`src/rtl/sram_port_arbiter_pkg.sv`:
```
// Shared owner encoding and starvation-counter width for the SRAM port arbiter.
package sram_port_arbiter_pkg;

  typedef enum logic {
    OwnerA = 1'b0,
    OwnerB = 1'b1
  } owner_e;

  localparam int unsigned StarveW = 8;

endpackage

```
`src/rtl/sram_port_arbiter_if.sv`:
```
// One valid/ready requester port (request + read response) of the SRAM port arbiter.
interface sram_port_arbiter_if #(
  parameter int unsigned W_DATA = 32,
  parameter int unsigned W_ADDR = 11
);

  localparam int unsigned W_BYTES = W_DATA / 8;

  logic              req_valid;
  logic              req_ready;
  logic              req_write;
  logic [W_ADDR-1:0] req_addr;
  logic [W_BYTES-1:0] req_wmask;
  logic [W_DATA-1:0] req_wdata;
  logic              rsp_valid;
  logic [W_DATA-1:0] rsp_rdata;

  modport master (
    output req_valid,
    input  req_ready,
    output req_write,
    output req_addr,
    output req_wmask,
    output req_wdata,
    input  rsp_valid,
    input  rsp_rdata
  );

  modport slave (
    input  req_valid,
    output req_ready,
    input  req_write,
    input  req_addr,
    input  req_wmask,
    input  req_wdata,
    output rsp_valid,
    output rsp_rdata
  );

endinterface

```
`src/rtl/sram_port_arbiter_starve_ctr.sv`:
```
// Counts consecutive cycles port B is left waiting; force_b_o lets B win once the limit is hit.
module sram_port_arbiter_starve_ctr
  import sram_port_arbiter_pkg::*;
#(
  parameter int unsigned STARVE_LIMIT = 4
) (
  input  logic clk_i,
  input  logic rst_i,
  input  logic b_valid_i,
  input  logic b_accept_i,
  output logic force_b_o
);

  localparam logic [StarveW-1:0] Limit = StarveW'(STARVE_LIMIT);

  logic [StarveW-1:0] ctr_q, ctr_d;

  always_comb begin
    ctr_d = ctr_q;
    if (!b_valid_i || b_accept_i) begin
      ctr_d = '0;
    end else if (ctr_q != Limit) begin
      ctr_d = ctr_q + 8'd1;
    end
  end

  always_ff @(posedge clk_i) begin
    if (rst_i) begin
      ctr_q <= '0;
    end else begin
      ctr_q <= ctr_d;
    end
  end

  assign force_b_o = (ctr_q == Limit);

endmodule

```
`src/rtl/sram_port_arbiter.sv`:
```
// Two-port (A high priority, B low) arbiter in front of a 1-cycle-latency single-port SRAM.
// Optional anti-starvation for port B is enabled with the SRAM_ARB_ANTI_STARVE_EN macro.
module sram_port_arbiter
  import sram_port_arbiter_pkg::*;
#(
  parameter int unsigned W_DATA       = 32,
  parameter int unsigned DEPTH        = 2048,
  parameter int unsigned STARVE_LIMIT = 4,
  localparam int unsigned W_ADDR      = $clog2(DEPTH),
  localparam int unsigned W_BYTES     = W_DATA / 8
) (
  input  logic                clk_i,
  input  logic                rst_i,
  sram_port_arbiter_if.slave  a_if,
  sram_port_arbiter_if.slave  b_if,
  output logic                sram_cs_n_o,
  output logic                sram_we_n_o,
  output logic [W_BYTES-1:0]  sram_be_n_o,
  output logic [W_ADDR-1:0]   sram_addr_o,
  output logic [W_DATA-1:0]   sram_wdata_o,
  input  logic [W_DATA-1:0]   sram_rdata_i
);

  logic               force_b;
  logic               a_rdy, b_rdy;
  logic               sel_b;
  logic               acc;
  logic               issue;
  logic               mux_write;
  logic [W_ADDR-1:0]  mux_addr;
  logic [W_BYTES-1:0] mux_wmask;
  logic [W_DATA-1:0]  mux_wdata;

  logic   rsp_pending_q, rsp_pending_d;
  owner_e rsp_owner_q, rsp_owner_d;

`ifdef SRAM_ARB_ANTI_STARVE_EN
  sram_port_arbiter_starve_ctr #(
    .STARVE_LIMIT (STARVE_LIMIT)
  ) u_starve_ctr (
    .clk_i      (clk_i),
    .rst_i      (rst_i),
    .b_valid_i  (b_if.req_valid),
    .b_accept_i (b_rdy),
    .force_b_o  (force_b)
  );
`else
  logic unused_starve_limit;
  assign unused_starve_limit = ^STARVE_LIMIT;
  assign force_b = 1'b0;
`endif

  // Ready already implies valid, so ready doubles as the accept strobe.
  always_comb begin
    a_rdy = !rst_i && a_if.req_valid && !(force_b && b_if.req_valid);
    b_rdy = !rst_i && b_if.req_valid && (!a_if.req_valid || force_b);
  end

  assign a_if.req_ready = a_rdy;
  assign b_if.req_ready = b_rdy;

  always_comb begin
    sel_b     = b_rdy;
    acc       = a_rdy || b_rdy;
    mux_write = sel_b ? b_if.req_write : a_if.req_write;
    mux_addr  = sel_b ? b_if.req_addr  : a_if.req_addr;
    mux_wmask = sel_b ? b_if.req_wmask : a_if.req_wmask;
    mux_wdata = sel_b ? b_if.req_wdata : a_if.req_wdata;
    // An all-zero write mask is accepted but never touches the SRAM.
    issue     = acc && (!mux_write || (|mux_wmask));
  end

  always_comb begin
    sram_cs_n_o  = !issue;
    sram_we_n_o  = !(issue && mux_write);
    sram_be_n_o  = (issue && mux_write) ? ~mux_wmask : '1;
    sram_addr_o  = mux_addr;
    sram_wdata_o = mux_wdata;
  end

  always_comb begin
    rsp_pending_d = issue && !mux_write;
    rsp_owner_d   = sel_b ? OwnerB : OwnerA;
  end

  always_ff @(posedge clk_i) begin
    if (rst_i) begin
      rsp_pending_q <= 1'b0;
      rsp_owner_q   <= OwnerA;
    end else begin
      rsp_pending_q <= rsp_pending_d;
      rsp_owner_q   <= rsp_owner_d;
    end
  end

  // Gating with rst_i drops a read that was in flight when reset arrived.
  always_comb begin
    a_if.rsp_valid = !rst_i && rsp_pending_q && (rsp_owner_q == OwnerA);
    b_if.rsp_valid = !rst_i && rsp_pending_q && (rsp_owner_q == OwnerB);
    a_if.rsp_rdata = sram_rdata_i;
    b_if.rsp_rdata = sram_rdata_i;
  end

endmodule
```
`src/flat_wrapper.sv`:
```
// flat-port wrapper written by rule: the top's interface ports become plain ports
module sram_port_arbiter_flat import sram_port_arbiter_pkg::*;
#(
  parameter int unsigned W_DATA       = 32,
  parameter int unsigned DEPTH        = 2048,
  parameter int unsigned STARVE_LIMIT = 4,
  localparam int unsigned W_ADDR      = $clog2(DEPTH),
  localparam int unsigned W_BYTES     = W_DATA / 8
)
  (clk_i, rst_i, sram_cs_n_o, sram_we_n_o, sram_be_n_o, sram_addr_o, sram_wdata_o, sram_rdata_i, a_if_req_valid, a_if_req_ready, a_if_req_write, a_if_req_addr, a_if_req_wmask, a_if_req_wdata, a_if_rsp_valid, a_if_rsp_rdata, b_if_req_valid, b_if_req_ready, b_if_req_write, b_if_req_addr, b_if_req_wmask, b_if_req_wdata, b_if_rsp_valid, b_if_rsp_rdata);
  sram_port_arbiter_if #(.W_DATA(W_DATA)) a_if_i ();
  sram_port_arbiter_if #(.W_DATA(W_DATA)) b_if_i ();
  input  logic clk_i;
  input  logic rst_i;
  output logic sram_cs_n_o;
  output logic sram_we_n_o;
  output logic [W_BYTES-1:0] sram_be_n_o;
  output logic [W_ADDR-1:0] sram_addr_o;
  output logic [W_DATA-1:0] sram_wdata_o;
  input  logic [W_DATA-1:0] sram_rdata_i;
  input wire logic [$bits(a_if_i.req_valid)-1:0] a_if_req_valid;
  output wire logic [$bits(a_if_i.req_ready)-1:0] a_if_req_ready;
  input wire logic [$bits(a_if_i.req_write)-1:0] a_if_req_write;
  input wire logic [$bits(a_if_i.req_addr)-1:0] a_if_req_addr;
  input wire logic [$bits(a_if_i.req_wmask)-1:0] a_if_req_wmask;
  input wire logic [$bits(a_if_i.req_wdata)-1:0] a_if_req_wdata;
  output wire logic [$bits(a_if_i.rsp_valid)-1:0] a_if_rsp_valid;
  output wire logic [$bits(a_if_i.rsp_rdata)-1:0] a_if_rsp_rdata;
  input wire logic [$bits(b_if_i.req_valid)-1:0] b_if_req_valid;
  output wire logic [$bits(b_if_i.req_ready)-1:0] b_if_req_ready;
  input wire logic [$bits(b_if_i.req_write)-1:0] b_if_req_write;
  input wire logic [$bits(b_if_i.req_addr)-1:0] b_if_req_addr;
  input wire logic [$bits(b_if_i.req_wmask)-1:0] b_if_req_wmask;
  input wire logic [$bits(b_if_i.req_wdata)-1:0] b_if_req_wdata;
  output wire logic [$bits(b_if_i.rsp_valid)-1:0] b_if_rsp_valid;
  output wire logic [$bits(b_if_i.rsp_rdata)-1:0] b_if_rsp_rdata;
  assign a_if_i.req_valid = a_if_req_valid;
  assign a_if_req_ready = a_if_i.req_ready;
  assign a_if_i.req_write = a_if_req_write;
  assign a_if_i.req_addr = a_if_req_addr;
  assign a_if_i.req_wmask = a_if_req_wmask;
  assign a_if_i.req_wdata = a_if_req_wdata;
  assign a_if_rsp_valid = a_if_i.rsp_valid;
  assign a_if_rsp_rdata = a_if_i.rsp_rdata;
  assign b_if_i.req_valid = b_if_req_valid;
  assign b_if_req_ready = b_if_i.req_ready;
  assign b_if_i.req_write = b_if_req_write;
  assign b_if_i.req_addr = b_if_req_addr;
  assign b_if_i.req_wmask = b_if_req_wmask;
  assign b_if_i.req_wdata = b_if_req_wdata;
  assign b_if_rsp_valid = b_if_i.rsp_valid;
  assign b_if_rsp_rdata = b_if_i.rsp_rdata;
  sram_port_arbiter #(.W_DATA(W_DATA), .DEPTH(DEPTH), .STARVE_LIMIT(STARVE_LIMIT)) u_core (.clk_i(clk_i), .rst_i(rst_i), .a_if(a_if_i), .b_if(b_if_i), .sram_cs_n_o(sram_cs_n_o), .sram_we_n_o(sram_we_n_o), .sram_be_n_o(sram_be_n_o), .sram_addr_o(sram_addr_o), .sram_wdata_o(sram_wdata_o), .sram_rdata_i(sram_rdata_i));
endmodule
```
`config.mk`:
```
export PLATFORM = sky130hd
export DESIGN_NAME = sram_port_arbiter_flat
export DESIGN_NICKNAME = d
export VERILOG_FILES = /design/src/rtl/sram_port_arbiter_pkg.sv /design/src/rtl/sram_port_arbiter_if.sv /design/src/rtl/sram_port_arbiter_starve_ctr.sv /design/src/rtl/sram_port_arbiter.sv /design/src/flat_wrapper.sv
export SDC_FILE = /design/constraint.sdc
export NUM_CORES = 1
export LEC_CHECK = 0
export BUFFER_PORTS_ARGS = -buffer_cell sky130_fd_sc_hd__buf_2
export CAP_MARGIN = 10
export CORE_AREA = 2 2 97 99
export CTS_CLUSTER_DIAMETER = 200
export DETAILED_ROUTE_END_ITERATION = 10
export DIE_AREA = 0 0 99 101
export MAX_ROUTING_LAYER = met4
export SETUP_SLACK_MARGIN = 0.2
export SYNTH_ARGS = -nofsm -noshare
export SYNTH_HDL_FRONTEND = slang
export SYNTH_SLANG_ARGS = --single-unit
```
`constraint.sdc`:
```
create_clock -name clk_i -period 2.4 [get_ports clk_i]
set_clock_uncertainty 0.15 [all_clocks]
set_input_delay 0.6 -clock clk_i [delete_from_list [all_inputs] [get_ports clk_i]]
set_output_delay 0.6 -clock clk_i [all_outputs]
set_load 0.05 [all_outputs]
```
# Word-level counts from Yosys, hierarchy flattened
# Index checks and enable logic that the tools add are counted.
# classes
muxes,6
n_bitwise,2
n_reduce_logical,17
# ops
cell,n
2-to-1 mux 32 bit,1
2-to-1 mux 11 bit,1
logical AND 1 bit,9
2-to-1 mux 4 bit,2
logical NOT 1 bit,5
NOT 4 bit,1
OR reduction 4 bit,1
logical OR 1 bit,2
2-to-1 mux 1 bit,2
NOT 1 bit,1
# word_totals
register_bits,2
output_inout_bits,117
elab_cells,27

# Depth between registers and ports, before layout
# depth
ltp_word,9
mapped_depth,4
ltp_nobuf,3

# Least setup slack after synthesis
# OpenSTA, ideal clock, no wires.
# synth_path
kind,input -> output
from,input a_if_req_wmask[2]
to,output sram_cs_n_o
arrival_time_ns,1.830
required_time_ns,1.650
setup_slack_ns,-0.180
cell_stages,3
path_cell_list,nor4_1 > nand2_1 > a22oi_1
# synth_via
elab_chain_len,5
# synth_rtl
item,line,text
"start, declared",flat_wrapper.sv:25,input wire logic [$bits(a_if_i.req_wmask)-1:0] a_if_req_wmask;
2-to-1 mux 4 bit,sram_port_arbiter.sv:67,mux_wmask = sel_b ? b_if.req_wmask : a_if.req_wmask;
OR reduction 4 bit,sram_port_arbiter.sv:70,issue = acc && (!mux_write || (|mux_wmask));
logical OR 1 bit,sram_port_arbiter.sv:70,
logical AND 1 bit,sram_port_arbiter.sv:70,
logical NOT 1 bit,sram_port_arbiter.sv:74,sram_cs_n_o = !issue;
"end, declared",flat_wrapper.sv:15,output logic sram_cs_n_o;
# Every way passes these cells.

# Worst setup path in the final report
# layout_path
from,input a_if_req_valid
to,output sram_addr_o[6]
# layout_via
elab_chain_len,3
# layout_rtl
item,line,text
"start, declared",flat_wrapper.sv:21,input wire logic [$bits(a_if_i.req_valid)-1:0] a_if_req_valid;
logical NOT 1 bit,sram_port_arbiter.sv:56,b_rdy = !rst_i && b_if.req_valid && (!a_if.req_valid || force_b);
logical AND 1 bit,sram_port_arbiter.sv:56,
2-to-1 mux 11 bit,sram_port_arbiter.sv:66,mux_addr = sel_b ? b_if.req_addr : a_if.req_addr;
"end, declared",flat_wrapper.sv:18,output logic [W_ADDR-1:0] sram_addr_o;
# Every way passes these cells.

==> summary by stage <==
Clocking
The number of H-tree levels is 1. After clock tree synthesis, the flow added hold-fix buffers numbering 0. Counting the buffers created by CTS gives 3. The tree built by TritonCTS fans out to 2 sinks. The number of buffers on the longest clock path is 2. The root buffer selected by CTS is sky130_fd_sc_hd__clkbuf_8. After clock tree synthesis, the clock-pin slew on the worst setup and hold paths is 0.03 ns.

The CTS tree is yes.

Floorplan
The placeable core area is 8980 um^2. The initial standard-cell utilization of the core is 14.1%. The die span in y is 101 um. The floorplan step defined a die boundary enclosing 10000 um^2. The top-level port count is 249. The x dimension of the die is 99 um. The cell row count is 35.

Worst setup path
The type of the worst setup path is in -> out. The largest individual stage delay along the critical path comes from the cell sky130_fd_sc_hd__mux2_2. Of all nets on the critical path, the largest fanout is 14.

The buffer and inverter count on the worst path is 4. Data on the critical path is required at its endpoint by 1.65 ns. STA classifies the critical path endpoint as an output pin. In this run the number of cells on the critical path is 6. The delay of the slowest cell on the worst path is 0.35 ns.

The signal on the critical path passes through buf_6, nor3b_4, buf_6, buf_8, mux2_2, buf_4. The startpoint type of the worst setup path is an input pin. In this design, the largest share of critical-path delay is due to buffers and inverters. The critical path's most frequent cell is sky130_fd_sc_hd__buf_6. For the worst setup path, the data arrival time is 1.78 ns.

Place
Routability-driven placement finished with a final weighted congestion of 0.769. The final HPWL from detailed placement is 3770 um. The count of buffers added on input and output ports is 152. In this run, placement finished with an instance count of 348.

Pwr
In this run the power density over the cells is 319 nW/um^2. The peak ir drop on the vdd network is 0.0708 mV. The static power due to leakage is 0.00124 uW. The sum of internal, switching and leakage power is 783 uW.

Synthesis
The commonest cells after synthesis are 64 x sky130_fd_sc_hd__buf_4, 43 x sky130_fd_sc_hd__mux2_2, 8 x sky130_fd_sc_hd__nand2_1, 4 x sky130_fd_sc_hd__buf_6, 4 x sky130_fd_sc_hd__mux2_4. In the post-synthesis netlist, the biggest area contributors are sky130_fd_sc_hd__mux2_2 38%, sky130_fd_sc_hd__buf_4 38%, sky130_fd_sc_hd__mux2_4 4.7%, sky130_fd_sc_hd__buf_6 3.6%, sky130_fd_sc_hd__dfxtp_1 3.2%. The register bit count reported by yosys is 2. The share of synthesized area in the top cell type comes to 38.2%. During synthesis, Yosys emitted a total of 0 warnings. The simple logic cell fraction of the synthesized area is 9.17%. The cell count after synthesis came out at 141. The fraction of the mapped netlist area in adder cells is 0%.

The most instantiated flip-flop cell in the synthesis netlist is sky130_fd_sc_hd__dfxtp_1. The net count after synthesis is 273. The synthesized netlist devotes 1.38% of its cell area to compound gates.

In this run the cell area of the synthesized design comes to 1270 um^2. By instance count, the leading cell after synthesis is sky130_fd_sc_hd__buf_4. Counting flops with an async set or reset pin after synthesis yields a share of 0%. The count of flip-flops with a built-in enable after synthesis is 0. The leading area contributor after synthesis is sky130_fd_sc_hd__mux2_2.

Summing the areas of all xor and xnor instances in the mapped netlist gives 0% of the synthesized area. For this run, the register share of the synthesized area comes to 3.16%. The largest family of logic cells by synthesized area is multiplexers. Synthesis instantiated 18 different standard cells from the library. Dividing the synthesized area by the synthesized cell count gives 9.00 um^2.

The multiplexer share of the synthesized area is 43.7%.

Drt
The detail-routed via count per cell is 3.78. The number of violations reported at the end of detailed-routing iteration 0 is 16. For this run, design rule violations remaining after detail routing come to 0. For this run, the detailed router's first-pass iteration total came to 2. Wires add up to 4630 um. The count of vias placed by the detailed router is 1348. The number of nets still failing antenna checks after routing is 0. The average wire per cell in the routed design is 13.0 um.

Run status
The flow ran to the end, but the final reports show violations. The checks that failed: setup timing.

STA
The final setup violation count is 48. Derived from the worst setup path, the maximum achievable clock frequency is 0.396 GHz. The setup TNS after final layout is -3.79 ns. The number of max-slew violations in the final report came to 0. Setup repair after global routing could not meet its margin everywhere. Across all setup checks in the final design, the least slack found is -0.127 ns. The final-report hold violation count is 0. The shortest period the worst path allows is 2.53 ns. In this run the tightest slew margin relative to its limit is 80.8%. The share of the clock period used by the worst path is 105%. The final-layout worst hold slack is 0.538 ns. For the pin with the worst max-slew slack, the measured transition is 0.290 ns.

Global route
The total routing resource utilization after global routing is 8.63%. The via count of the first global-routing pass was 1415. The total global routing overflow is 0.

The global-route wire length before repair is 6750 um. The number of antenna violations at the first check in global routing is 1. Entering global routing, the biggest net connects 15 pins.

Final layout
Cells with a size suffix above 1 make up 95.9% of the layout. The finished layout holds 357 standard cells, fillers aside. Compared with the post-synthesis result, the final layout area differs by 93.6%. The layout has 934 filler cells. The count of nets after finishing is 379.

Min path
Along the worst hold path, the cell count comes to 3. In this run the most critical hold path is launched from a_if_req_valid. The tightest min-delay check is of the in -> reg type.

The endpoint with the worst hold slack is u_core.rsp_owner_q$_SDFF_PP0_.

Flow run
Across the run, the number of max-cap violations was 0.
area by class of cell:
class	instances	area (um^2)	share of cell area [%]
diodes	1	2.50	0.102
multi-input cells	70	898	36.6
repair buffers	170	1340	54.4
well taps	111	139	5.65
clock buffers	3	41.3	1.68
flip-flops and latches	2	40.0	1.63
worst max-delay path by stage:
stage	startpoint	end	slack (ns)
2_1_floorplan	a_if_req_valid	sram_addr_o[4]	-0.009
3_3_place_gp	a_if_req_valid	sram_addr_o[0]	-0.18
3_5_place_dp	a_if_req_valid	sram_addr_o[0]	-0.20
4_1_cts	rst_i	sram_addr_o[0]	-0.14
5_1_grt	a_if_req_valid	sram_wdata_o[30]	-0.20
6_report	a_if_req_valid	sram_addr_o[6]	-0.13
stage by stage:
step                area (um^2)  utilization, %  worst slack [ns]
global route               2460            27.4            -0.200
global placement           1960            21.8            -0.179
finish                     2460            27.4            -0.127
floorplan                  1450               -          -0.00909
CTS                        2420            26.9            -0.141
detailed placement         1960            21.8            -0.205
where the power goes:
part / internal, uW / switching (uW) / leakage, uW
combinational: 284 / 331 / 0.00121
sequential: 35.2 / 0.687 / 0.0000165
clock: 106 / 26.2 / 0.0000216
total: 425 / 358 / 0.00124
flip-flops by register name, indices dropped and copies added (netlist names):
register,flops
u_core.rsp_pending_q,1
u_core.rsp_owner_q,1
cells in the final DEF (no fill, tap or decap), drive strengths merged, types with 2 or more instances in the layout:
cell,instances
nor2,2
dfxtp,2
nor4,2
clkbuf,4
buf,169
a21oi,2
mux2,47
nor3b,3
nand2,8
metal layers:
layer	global-route usage [%]	up-vias	part of all wire, %
met3	3.05	11	15
met1	6.83	583	28
met2	17.6	129	55
li1	-	625	-
met5	-	-	0
met4	3.58	0	1.5
what timing repair did:
| item | CTS | global route |
|---|---|---|
| gates cloned | 1 | 1 |
| setup buffers | 2 | 1 |
| pin swaps | 10 | 1 |
| resized for setup | 112 | 1 |
| endpoints found under the setup margin | 50 | 50 |
cells by family after synthesis:
group           count (synthesis)
buf+inv                        69
mux                            48
simple gates                   19
compound gates                  3
flops                           2
Power figures use the tool's default switching activity.
